`src/rtl/keccak_padder_param_if.sv`:
```
// keccak_padder_param_if
// Bundles the message-input and block-output handshakes of the Keccak padder.
//   master : message source / permutation core side (drives in, in_ready,
//            is_last, byte_num, f_ack; observes buffer_full, out, out_ready,
//            last_block)
//   slave  : the padder itself
// IN_BYTES and RATE must match the padder instance connected to it.
interface keccak_padder_param_if #(
  parameter int IN_BYTES = 4,
  parameter int RATE     = 576
);
  localparam int W    = 8 * IN_BYTES;
  localparam int BN_W = $clog2(IN_BYTES);

  logic [W-1:0]    in;
  logic            in_ready;
  logic            is_last;
  logic [BN_W-1:0] byte_num;
  logic            buffer_full;
  logic [RATE-1:0] out;
  logic            out_ready;
  logic            last_block;
  logic            f_ack;

  modport master (
    output in, in_ready, is_last, byte_num, f_ack,
    input  buffer_full, out, out_ready, last_block
  );

  modport slave (
    input  in, in_ready, is_last, byte_num, f_ack,
    output buffer_full, out, out_ready, last_block
  );
endinterface

```
`src/rtl/keccak_padder_param.sv`:
```
// keccak_padder_param
// Packs a stream of IN_BYTES-wide message words into RATE-bit blocks and
// applies Keccak multi-rate padding (PAD_BYTE ... 0x80) to the final block.
// Ports:
//   clk   : clock, everything on the rising edge
//   reset : synchronous, active-high; returns to ACCEPT with an empty block
//   bus   : keccak_padder_param_if.slave
//             in/in_ready/is_last/byte_num : message word input
//             buffer_full                  : input is not being taken
//             out/out_ready/last_block     : completed block to the core
//             f_ack                        : core has consumed the block
// All outputs come straight from registers.
module keccak_padder_param #(
  parameter int         IN_BYTES = 4,
  parameter int         RATE     = 576,
  parameter logic [7:0] PAD_BYTE = 8'h01
) (
  input  logic                  clk,
  input  logic                  reset,
  keccak_padder_param_if.slave  bus
);
  localparam int W     = 8 * IN_BYTES;
  localparam int WORDS = RATE / W;
  localparam int BN_W  = $clog2(IN_BYTES);
  localparam int CNT_W = $clog2(WORDS + 1);

  typedef enum logic [1:0] {ACCEPT, PAD, FULL, DONE} state_t;

  state_t          state_reg, state_next;
  logic [CNT_W-1:0] cnt_reg, cnt_next;
  logic [RATE-1:0] block_reg, block_next;
  logic            last_reg, last_next;
  logic [W-1:0]    pad_word;
  logic [W-1:0]    word;
  logic            last_slot;

  assign last_slot = (cnt_reg == CNT_W'(WORDS - 1));

  // Final word: keep bytes before byte_num, put PAD_BYTE at byte_num and zero
  // the rest. Byte 0 is the most significant byte of the word.
  for (genvar gi = 0; gi < IN_BYTES; gi++) begin : g_pad_byte
    localparam logic [BN_W-1:0] IDX = BN_W'(gi);
    assign pad_word[W-1-8*gi -: 8] =
        (IDX < bus.byte_num)  ? bus.in[W-1-8*gi -: 8] :
        (IDX == bus.byte_num) ? PAD_BYTE : 8'h00;
  end

  // Words are shifted in at the bottom, so after WORDS shifts the first
  // word sits at the top of the block and the last word at the bottom.
  always_comb begin
    state_next = state_reg;
    cnt_next   = cnt_reg;
    block_next = block_reg;
    last_next  = last_reg;
    word       = '0;
    case (state_reg)
      ACCEPT: begin
        if (bus.in_ready) begin
          word = bus.is_last ? pad_word : bus.in;
          // The closing 0x80 merges with the pad byte when both land in the
          // final byte of the block.
          if (bus.is_last && last_slot) word[7:0] = word[7:0] | 8'h80;
          block_next = {block_reg[RATE-W-1:0], word};
          cnt_next   = cnt_reg + CNT_W'(1);
          if (last_slot) begin
            state_next = FULL;
            last_next  = bus.is_last;
          end else if (bus.is_last) begin
            state_next = PAD;
          end
        end
      end
      PAD: begin
        word       = last_slot ? W'(8'h80) : '0;
        block_next = {block_reg[RATE-W-1:0], word};
        cnt_next   = cnt_reg + CNT_W'(1);
        if (last_slot) begin
          state_next = FULL;
          last_next  = 1'b1;
        end
      end
      FULL: begin
        if (bus.f_ack) begin
          cnt_next   = '0;
          block_next = '0;
          last_next  = 1'b0;
          state_next = last_reg ? DONE : ACCEPT;
        end
      end
      DONE: begin
        // Message finished; only reset leaves this state.
      end
      default: state_next = ACCEPT;
    endcase
  end

  always_ff @(posedge clk) begin
    if (reset) begin
      state_reg <= ACCEPT;
      cnt_reg   <= '0;
      block_reg <= '0;
      last_reg  <= 1'b0;
    end else begin
      state_reg <= state_next;
      cnt_reg   <= cnt_next;
      block_reg <= block_next;
      last_reg  <= last_next;
    end
  end

  assign bus.buffer_full = (state_reg != ACCEPT);
  assign bus.out         = block_reg;
  assign bus.out_ready   = (state_reg == FULL);
  assign bus.last_block  = last_reg;
endmodule

```
`src/flat_wrapper.sv`:
```
// flat-port wrapper written by rule: the top's interface ports become plain ports
module keccak_padder_param_flat 
#(
  parameter int         IN_BYTES = 4,
  parameter int         RATE     = 576,
  parameter logic [7:0] PAD_BYTE = 8'h01
)
  (clk, reset, bus_in, bus_in_ready, bus_is_last, bus_byte_num, bus_f_ack, bus_buffer_full, bus_out, bus_out_ready, bus_last_block);
  keccak_padder_param_if #(.IN_BYTES(IN_BYTES), .RATE(RATE)) bus_i ();
  input  logic clk;
  input  logic reset;
  input wire logic [$bits(bus_i.in)-1:0] bus_in;
  input wire logic [$bits(bus_i.in_ready)-1:0] bus_in_ready;
  input wire logic [$bits(bus_i.is_last)-1:0] bus_is_last;
  input wire logic [$bits(bus_i.byte_num)-1:0] bus_byte_num;
  input wire logic [$bits(bus_i.f_ack)-1:0] bus_f_ack;
  output wire logic [$bits(bus_i.buffer_full)-1:0] bus_buffer_full;
  output wire logic [$bits(bus_i.out)-1:0] bus_out;
  output wire logic [$bits(bus_i.out_ready)-1:0] bus_out_ready;
  output wire logic [$bits(bus_i.last_block)-1:0] bus_last_block;
  assign bus_i.in = bus_in;
  assign bus_i.in_ready = bus_in_ready;
  assign bus_i.is_last = bus_is_last;
  assign bus_i.byte_num = bus_byte_num;
  assign bus_i.f_ack = bus_f_ack;
  assign bus_buffer_full = bus_i.buffer_full;
  assign bus_out = bus_i.out;
  assign bus_out_ready = bus_i.out_ready;
  assign bus_last_block = bus_i.last_block;
  keccak_padder_param #(.IN_BYTES(IN_BYTES), .RATE(RATE), .PAD_BYTE(PAD_BYTE)) u_core (.clk(clk), .reset(reset), .bus(bus_i));
endmodule
```
`config.mk`:
```
export PLATFORM = sky130hd
export DESIGN_NAME = keccak_padder_param_flat
export DESIGN_NICKNAME = d
export VERILOG_FILES = /design/src/rtl/keccak_padder_param_if.sv /design/src/rtl/keccak_padder_param.sv /design/src/flat_wrapper.sv
export SDC_FILE = /design/constraint.sdc
export NUM_CORES = 1
export LEC_CHECK = 0
export ABC_AREA = 1
export CORE_AREA = 2 2 241 243
export DETAILED_ROUTE_END_ITERATION = 16
export DIE_AREA = 0 0 243 245
export GPL_ROUTABILITY_DRIVEN = 0
export PLACE_DENSITY = 0.7
export SYNTH_ARGS = -nofsm -noshare
export SYNTH_HDL_FRONTEND = slang
export SYNTH_SLANG_ARGS = --single-unit
export TNS_END_PERCENT = 1
```
`constraint.sdc`:
```
create_clock -name clk -period 3.68 [get_ports clk]
set_input_delay 0.552 -clock clk [delete_from_list [all_inputs] [get_ports clk]]
set_output_delay 0.552 -clock clk [all_outputs]
set_load 0.01 [all_outputs]
```
==> results of run 1 <==
-- final cells by class --
cell class	instances	area (µm²)
Fill cell	5503	27100
Clock inverter	32	310
Tap cell	765	957
Timing Repair Buffer	669	6800
Sequential cell	584	11700
Clock buffer	83	1750
Inverter	19	71.3
Multi-Input combinational cell	1797	8330
-- layer usage --
layer / vias up / share of wire (%) / global-route usage, %
met3: 157 / 9.8 / 8.30
met1: 9816 / 40 / 32.0
li1: 9986 / - / -
met2: 830 / 46 / 40.4
met4: 0 / 4.1 / 10.4
met5: - / 0 / 0
-- Yosys cell counts, types with 2 or more instances --
| cell | number |
|---|---|
| nand3_1 | 569 |
| buf_1 | 17 |
| buf_8 | 2 |
| o21ai_0 | 17 |
| buf_4 | 3 |
| a21oi_1 | 583 |
| nand2_1 | 594 |
| dfxtp_1 | 584 |
| buf_6 | 19 |
| inv_1 | 18 |
| nand3_2 | 2 |
| clkbuf_1 | 113 |
| o211ai_1 | 3 |
| buf_2 | 98 |
| nand4_1 | 3 |
| nor2_1 | 14 |
| ha_1 | 6 |
-- logic make-up after synthesis --
logic type	after synthesis
compound gates	603
xor+xnor	1
fa+ha+maj	6
buf+inv	271
flops	584
simple gates	1187
-- power by group through the flow --
stage | Clock, mW | Combinational, mW | Sequential [mW]
after floorplan | 0 | 3.34 | 6.96
after global placement | 0 | 4.98 | 6.93
after detailed placement | 0 | 4.95 | 6.93
after CTS | 6.37 | 4.96 | 6.80
after global routing | 6.66 | 5.40 | 6.82
final | 6.30 | 5.01 | 6.80
-- worst min path at each step --
stage                                                  end  slack [ns]  cells past startpoint
after floorplan             u_core.cnt_reg[4]$_SDFFE_PP0P_        0.47                      2
after global placement    u_core.bus.out[556]$_SDFFE_PP0P_        0.45                      2
after detailed placement  u_core.bus.out[562]$_SDFFE_PP0P_        0.45                      2
after CTS                  u_core.bus.out[74]$_SDFFE_PP0P_        0.39                      2
after global routing       u_core.bus.out[43]$_SDFFE_PP0P_        0.41                      2
final                       u_core.bus.out[1]$_SDFFE_PP0P_        0.41                      2
-- critical path: stages, from the launching register on --
cell	delay [ns]
dfxtp_1	0.35
inv_1	0.08
ha_1	0.30
inv_1	0.08
clkdlybuf4s50_1	0.53
==> impl_metrics.json, run 1 <==
{
  "finalHoldViolations": 0,
  "worstMarginPinSlew_ns": 0.908,
  "worst_hold_path_type": "input pin to flip-flop",
  "synth.avg_cell_area_um2": 8.04,
  "net-switching-power_mw": 6.60,
  "via_count": 20800,
  "synth_ff_type": "dfxtp_1",
  "r2r_slack_ns": 1.28,
  "largest_reg_flops": 576,
  "endpoint": "bus_buffer_full",
  "crit_arrival_ns": 1.95,
  "core-area_mm2": 0.0570,
  "p_per_area_mw_per_mm2": 606,
  "outcome": "finished, final reports clean",
  "cts-buffers-inserted": 61,
  "cts_tree": "yes",
  "ant_nets": 0,
  "drt_wl_total_um": 80300,
  "path_clk_slew_ns": 0.06,
  "grt_max_degree": 173,
  "ys.warnings.count": 0,
  "setup_viol_count_final": 0,
  "post_cts_buffers": 0,
  "drt_iter0_drc": 2005,
  "maxCapViolCount": 0,
  "wl_per_cell_um": 20.3,
  "fin_crit_sh_pct": 68.0,
  "synth_cells": 2652,
  "route.detailed.drc": 0,
  "startpoint": "u_core.state_reg[0]$_SDFFE_PP0P_",
  "num_antenna_cells": 0,
  "dpl_cell_area_mm2": 0.0278,
  "cts.sinks": 584,
  "synthMuxAreaShare_pct": 0,
  "grt_pass1_vias": 19000,
  "seq_area_frac_synth_pct": 54.8,
  "pwr-share-seq_pct": 37.5,
  "critPathKind": "flip-flop to primary output",
  "ctsRootBufferMaster": "clkbuf_16",
  "cp-start-kind": "flip-flop",
  "synth_top_family_by_area": "simple AND/OR/NAND/NOR gates",
  "period_minus_slack_ns": 2.50,
  "switching_share_pct": 36.4,
  "p_int_mw": 11.5,
  "p_leak_nw": 9.54,
  "synth_fp_nets": 2697,
  "final_cell_mix": "clkdlybuf4s50_1 (616), nand2_1 (593), dfxtp_1 (584), a21oi_1 (583), nand3_1 (569)",
  "hp-start": "reset",
  "synth_xor_area_share_pct": 0.0411,
  "crit_required_ns": 3.13,
  "start_util_pct": 37.4,
  "clock_power_share_pct": 34.8,
  "synth.top_cell.area_share_pct": 54.8,
  "finClkSkew_ns": 0.0310,
  "hpwl_um": 55700,
  "grt_pass1_wl_um": 119000,
  "vias_per_cell": 5.26,
  "die-width_um": 243,
  "synth_edf_count": 0,
  "final-max-slew-violation-count": 0,
  "cts-resized-gates": 0,
  "final_nets": 3177,
  "synth-compound-area-share_pct": 14.2,
  "hold_ws_ns": 0.415,
  "r2r-end": "u_core.bus.out[348]$_SDFFE_PP0P_",
  "crit_fanout": 3,
  "h-tree-depth": 2,
  "synthArstFlopShare_pct": 0,
  "grt_usage_pct": 25.5,
  "num_io_pins": 618,
  "finalCoreUtilization_pct": 52.4,
  "timing.final.ws_setup_ns": 1.18,
  "antenna_found_initial": 0,
  "setup_tns_ns": 0,
  "end_kind": "primary output",
  "firstDrtPassIters": 6,
  "dieArea_mm2": 0.0595,
  "syn_area_mm2": 0.0213,
  "die_y_um": 245,
  "port_buffers": 617,
  "netlist.top_cell.by_area": "dfxtp_1",
  "layoutNonFillerInstCount": 3949,
  "drive_above_1_share_pct": 5.21,
  "ir_drop_v": 0.000388,
  "stdcell_area_mm2": 0.0299,
  "p_comb_share_pct": 27.7,
  "mostFrequentLayoutCell": "clkdlybuf4s50_1",
  "dpl_worst_slack_ns": 1.06,
  "fmax_mhz": 399,
  "r2r_start": "u_core.state_reg[0]$_SDFFE_PP0P_",
  "relSlewSlack_pct": 39.5,
  "rsz0062_at_grt": "false",
  "yosys.area_share.simple_pct": 24.4,
  "grt_overflow": 0,
  "reg2reg_depth": 9,
  "row_count": 88,
  "ys_ff_latch": 584,
  "synthAdderAreaFrac_pct": 0.352,
  "p_total_mw": 18.1,
  "clock_latency_ns": 0.64,
  "cts_hold_buf": 0,
  "place_inst": 3834,
  "clock_path_buffers": 3,
  "ys_types": 24,
  "synthTopCellsByArea": "dfxtp_1 (55%), a21oi_1 (14%), nand3_1 (13%)",
  "area_growth_pct": 40.3
}
(Power assumes the default switching activity.)
==> inputs of run 2 (changes only) <==
--- a/config.mk
+++ b/config.mk
@@ -6,11 +6,11 @@
 export NUM_CORES = 1
 export LEC_CHECK = 0
 export ABC_AREA = 1
-export CORE_AREA = 2 2 241 243
+export CORE_AREA = 2 2 240 242
 export DETAILED_ROUTE_END_ITERATION = 16
-export DIE_AREA = 0 0 243 245
+export DIE_AREA = 0 0 242 244
 export GPL_ROUTABILITY_DRIVEN = 0
-export PLACE_DENSITY = 0.7
+export PLACE_DENSITY = 0.73
 export SYNTH_ARGS = -nofsm -noshare
 export SYNTH_HDL_FRONTEND = slang
 export SYNTH_SLANG_ARGS = --single-unit
==> constraint.sdc (replaced) <==
create_clock -name clk -period 2.2 [get_ports clk]
set_input_delay 0.33 -clock clk [delete_from_list [all_inputs] [get_ports clk]]
set_output_delay 0.33 -clock clk [all_outputs]
set_load 0.01 [all_outputs]
==> run 2 against run 1 <==
Against the previous run:
- clock power grew 60%
- critical endpoint is now bus_out[342]
- combinational power grew 87%
- critical path depth shrank 3
- non-clock buffer count grew 69
- via count grew 2.6%
- count of clock-buffer cells in the layout grew 9
- cell area grew 2.1%
==> impl_metrics.json, run 2 (synthesis gave the netlist of run 1 again) <==
{
  "outcome": "finished, final reports clean",
  "cp_num_buf_inv": 1,
  "clock_latency_ns": 0.61,
  "grt_overflow": 0,
  "drive_above_1_share_pct": 6.78,
  "h-tree-depth": 2,
  "layoutNonFillerInstCount": 3999,
  "grt_pass1_vias": 19900,
  "drt_iter0_drc": 1752,
  "crit_required_ns": 1.87,
  "fmax_mhz": 489,
  "p_per_area_mw_per_mm2": 1010,
  "port_buffers": 617,
  "clock_power_share_pct": 32.7,
  "num_io_pins": 618,
  "switching_share_pct": 35.4,
  "crit_fanout": 3,
  "wl_per_cell_um": 20.3,
  "vias_per_cell": 5.33,
  "largest_reg_flops": 576,
  "antenna_found_initial": 0,
  "net-switching-power_mw": 10.9,
  "cp_slowest_stage_delay_ns": 0.63,
  "grt_pass1_wl_um": 121000,
  "cts_hold_buf": 0,
  "p_comb_share_pct": 30.3,
  "final-max-slew-violation-count": 0,
  "finClkSkew_ns": 0.0123,
  "hpwl_um": 58400,
  "ant_nets": 0,
  "fin_crit_sh_pct": 93.0,
  "route.detailed.drc": 0,
  "cts_tree": "yes",
  "cts.sinks": 584,
  "maxCapViolCount": 0,
  "firstDrtPassIters": 5,
  "die-width_um": 242,
  "worstMarginPinSlew_ns": 0.608,
  "multi_input_area_mm2": 0.00833,
  "p_leak_nw": 9.91,
  "cts-buffers-inserted": 60,
  "start_util_pct": 38.0,
  "path_clk_slew_ns": 0.06,
  "ctsRootBufferMaster": "clkbuf_16",
  "via_count": 21300,
  "finalCoreUtilization_pct": 54.4,
  "worst_hold_path_type": "input pin to flip-flop",
  "dieArea_mm2": 0.0590,
  "grt_usage_pct": 26.0,
  "setup_tns_ns": 0,
  "grt_max_degree": 132,
  "relSlewSlack_pct": 59.4,
  "num_antenna_cells": 0,
  "hold_ws_ns": 0.112,
  "regArea_mm2": 0.0117,
  "die_y_um": 244,
  "pwr-share-seq_pct": 37.0,
  "ir_drop_v": 0.000757,
  "area_growth_pct": 43.2,
  "mostFrequentLayoutCell": "clkdlybuf4s50_1",
  "timing.final.ws_setup_ns": 0.155,
  "critPathKind": "flip-flop to primary output",
  "setup_viol_count_final": 0,
  "rsz0062_at_grt": "false",
  "finalHoldViolations": 0,
  "row_count": 87,
  "core-area_mm2": 0.0562,
  "drt_wl_total_um": 81000,
  "end_kind": "primary output",
  "fill_cells": 5187,
  "crit_chain": "clkdlybuf4s50_1",
  "clock_path_buffers": 3,
  "period_minus_slack_ns": 2.05,
  "final_cell_mix": "clkdlybuf4s50_1 (614), nand2_1 (593), dfxtp_1 (584), a21oi_1 (583), nand3_1 (569)",
  "crit_arrival_ns": 1.72,
  "final_nets": 3245,
  "p_int_mw": 19.9,
  "crit_slowest_cell": "clkdlybuf4s50_1",
  "cp-start-kind": "flip-flop",
  "place_inst": 3894,
  "cpLargestDelayFamily": "buffers and inverters",
  "dpl_worst_slack_ns": 0.0260
}
run 2: cell types whose count changed in the layout (fill, tap and decap cells not counted), moves of 2 or more:
cell	delta
clkbuf_1	+5
buf_12	+19
bufinv_16	-2
clkinvlp_4	-4
clkbuf_8	+5
clkdlybuf4s50_1	-2
dlygate4sd2_1	+2
buf_4	+50
clkinv_2	-12
run 2: cell type report:
type	instances	area share [%]
Clock buffer	92	5.94
Clock inverter	13	0.434
Inverter	19	0.234
Multi-Input combinational cell	1797	27.3
Tap cell	756	3.10
Timing Repair Buffer	738	24.7
Sequential cell	584	38.3
run 2: what timing repair did:
| action | in CTS | in global routing |
|---|---|---|
| gates resized for setup | 2 | 0 |
| buffers inserted | 0 | 0 |
| endpoints found under the setup margin | 2 | 0 |
run 2: worst register-to-register path: cells and delay by family, from the launching register on:
kind                     cells  cell delay, ns
AO/OA/AOI/OAI                1            0.16
adder cells (fa/ha/maj)      1            0.22
buffers and inverters        3            0.62
flip-flops                   1            0.35
AND/OR/NAND/NOR              4            0.56
run 2: path summary, 6_finish.rpt:
kind | from | to | slack (ns) | depth (start not counted)
worst min-delay path | reset | u_core.bus.out[1]$_SDFFE_PP0P_ | 0.11 | 2
worst max-delay path | u_core.bus.out[342]$_SDFFE_PP0P_ | bus_out[342] | 0.15 | 1
worst min register to register | u_core.bus.out[553]$_SDFFE_PP0P_ | u_core.bus.out[553]$_SDFFE_PP0P_ | 0.46 | 2
worst max register to register | u_core.state_reg[0]$_SDFFE_PP0P_ | u_core.bus.out[334]$_SDFFE_PP0P_ | 0.22 | 9
run 2: metal layers:
layer | share of wire (%) | up-vias | GRT usage, %
met2 | 47 | 960 | 42.6
met4 | 4.1 | 0 | 10.8
li1 | - | 10100 | -
met1 | 40 | 10100 | 32.6
met5 | 0 | - | 0
met3 | 9.6 | 160 | 6.66
run 2: power by group through the flow:
stage          Combinational, mW  Clock [mW]  Sequential [mW]
3_3_place_gp                9.19           0             11.6
3_5_place_dp                9.20           0             11.6
5_1_grt                     9.96        10.7             11.4
2_1_floorplan               5.59           0             11.6
4_1_cts                     9.23        10.2             11.4
6_report                    9.35        10.1             11.4
run 2: stage by stage:
stage               total power, mW  area (µm²)
floorplan                      17.2       21300
global placement               20.8       28600
detailed placement             20.8       28600
CTS                            30.8       30500
global route                   32.0       30500
finish                         30.8       30500
==> inputs of run 3 (changes only) <==
--- a/config.mk
+++ b/config.mk
@@ -10,6 +10,7 @@
 export DETAILED_ROUTE_END_ITERATION = 16
 export DIE_AREA = 0 0 242 244
 export GPL_ROUTABILITY_DRIVEN = 0
+export GPL_TIMING_DRIVEN = 1
 export PLACE_DENSITY = 0.73
 export SYNTH_ARGS = -nofsm -noshare
 export SYNTH_HDL_FRONTEND = slang
==> results of run 3 <==
The final DEF is identical to that of run 2; final timing and power are the same.
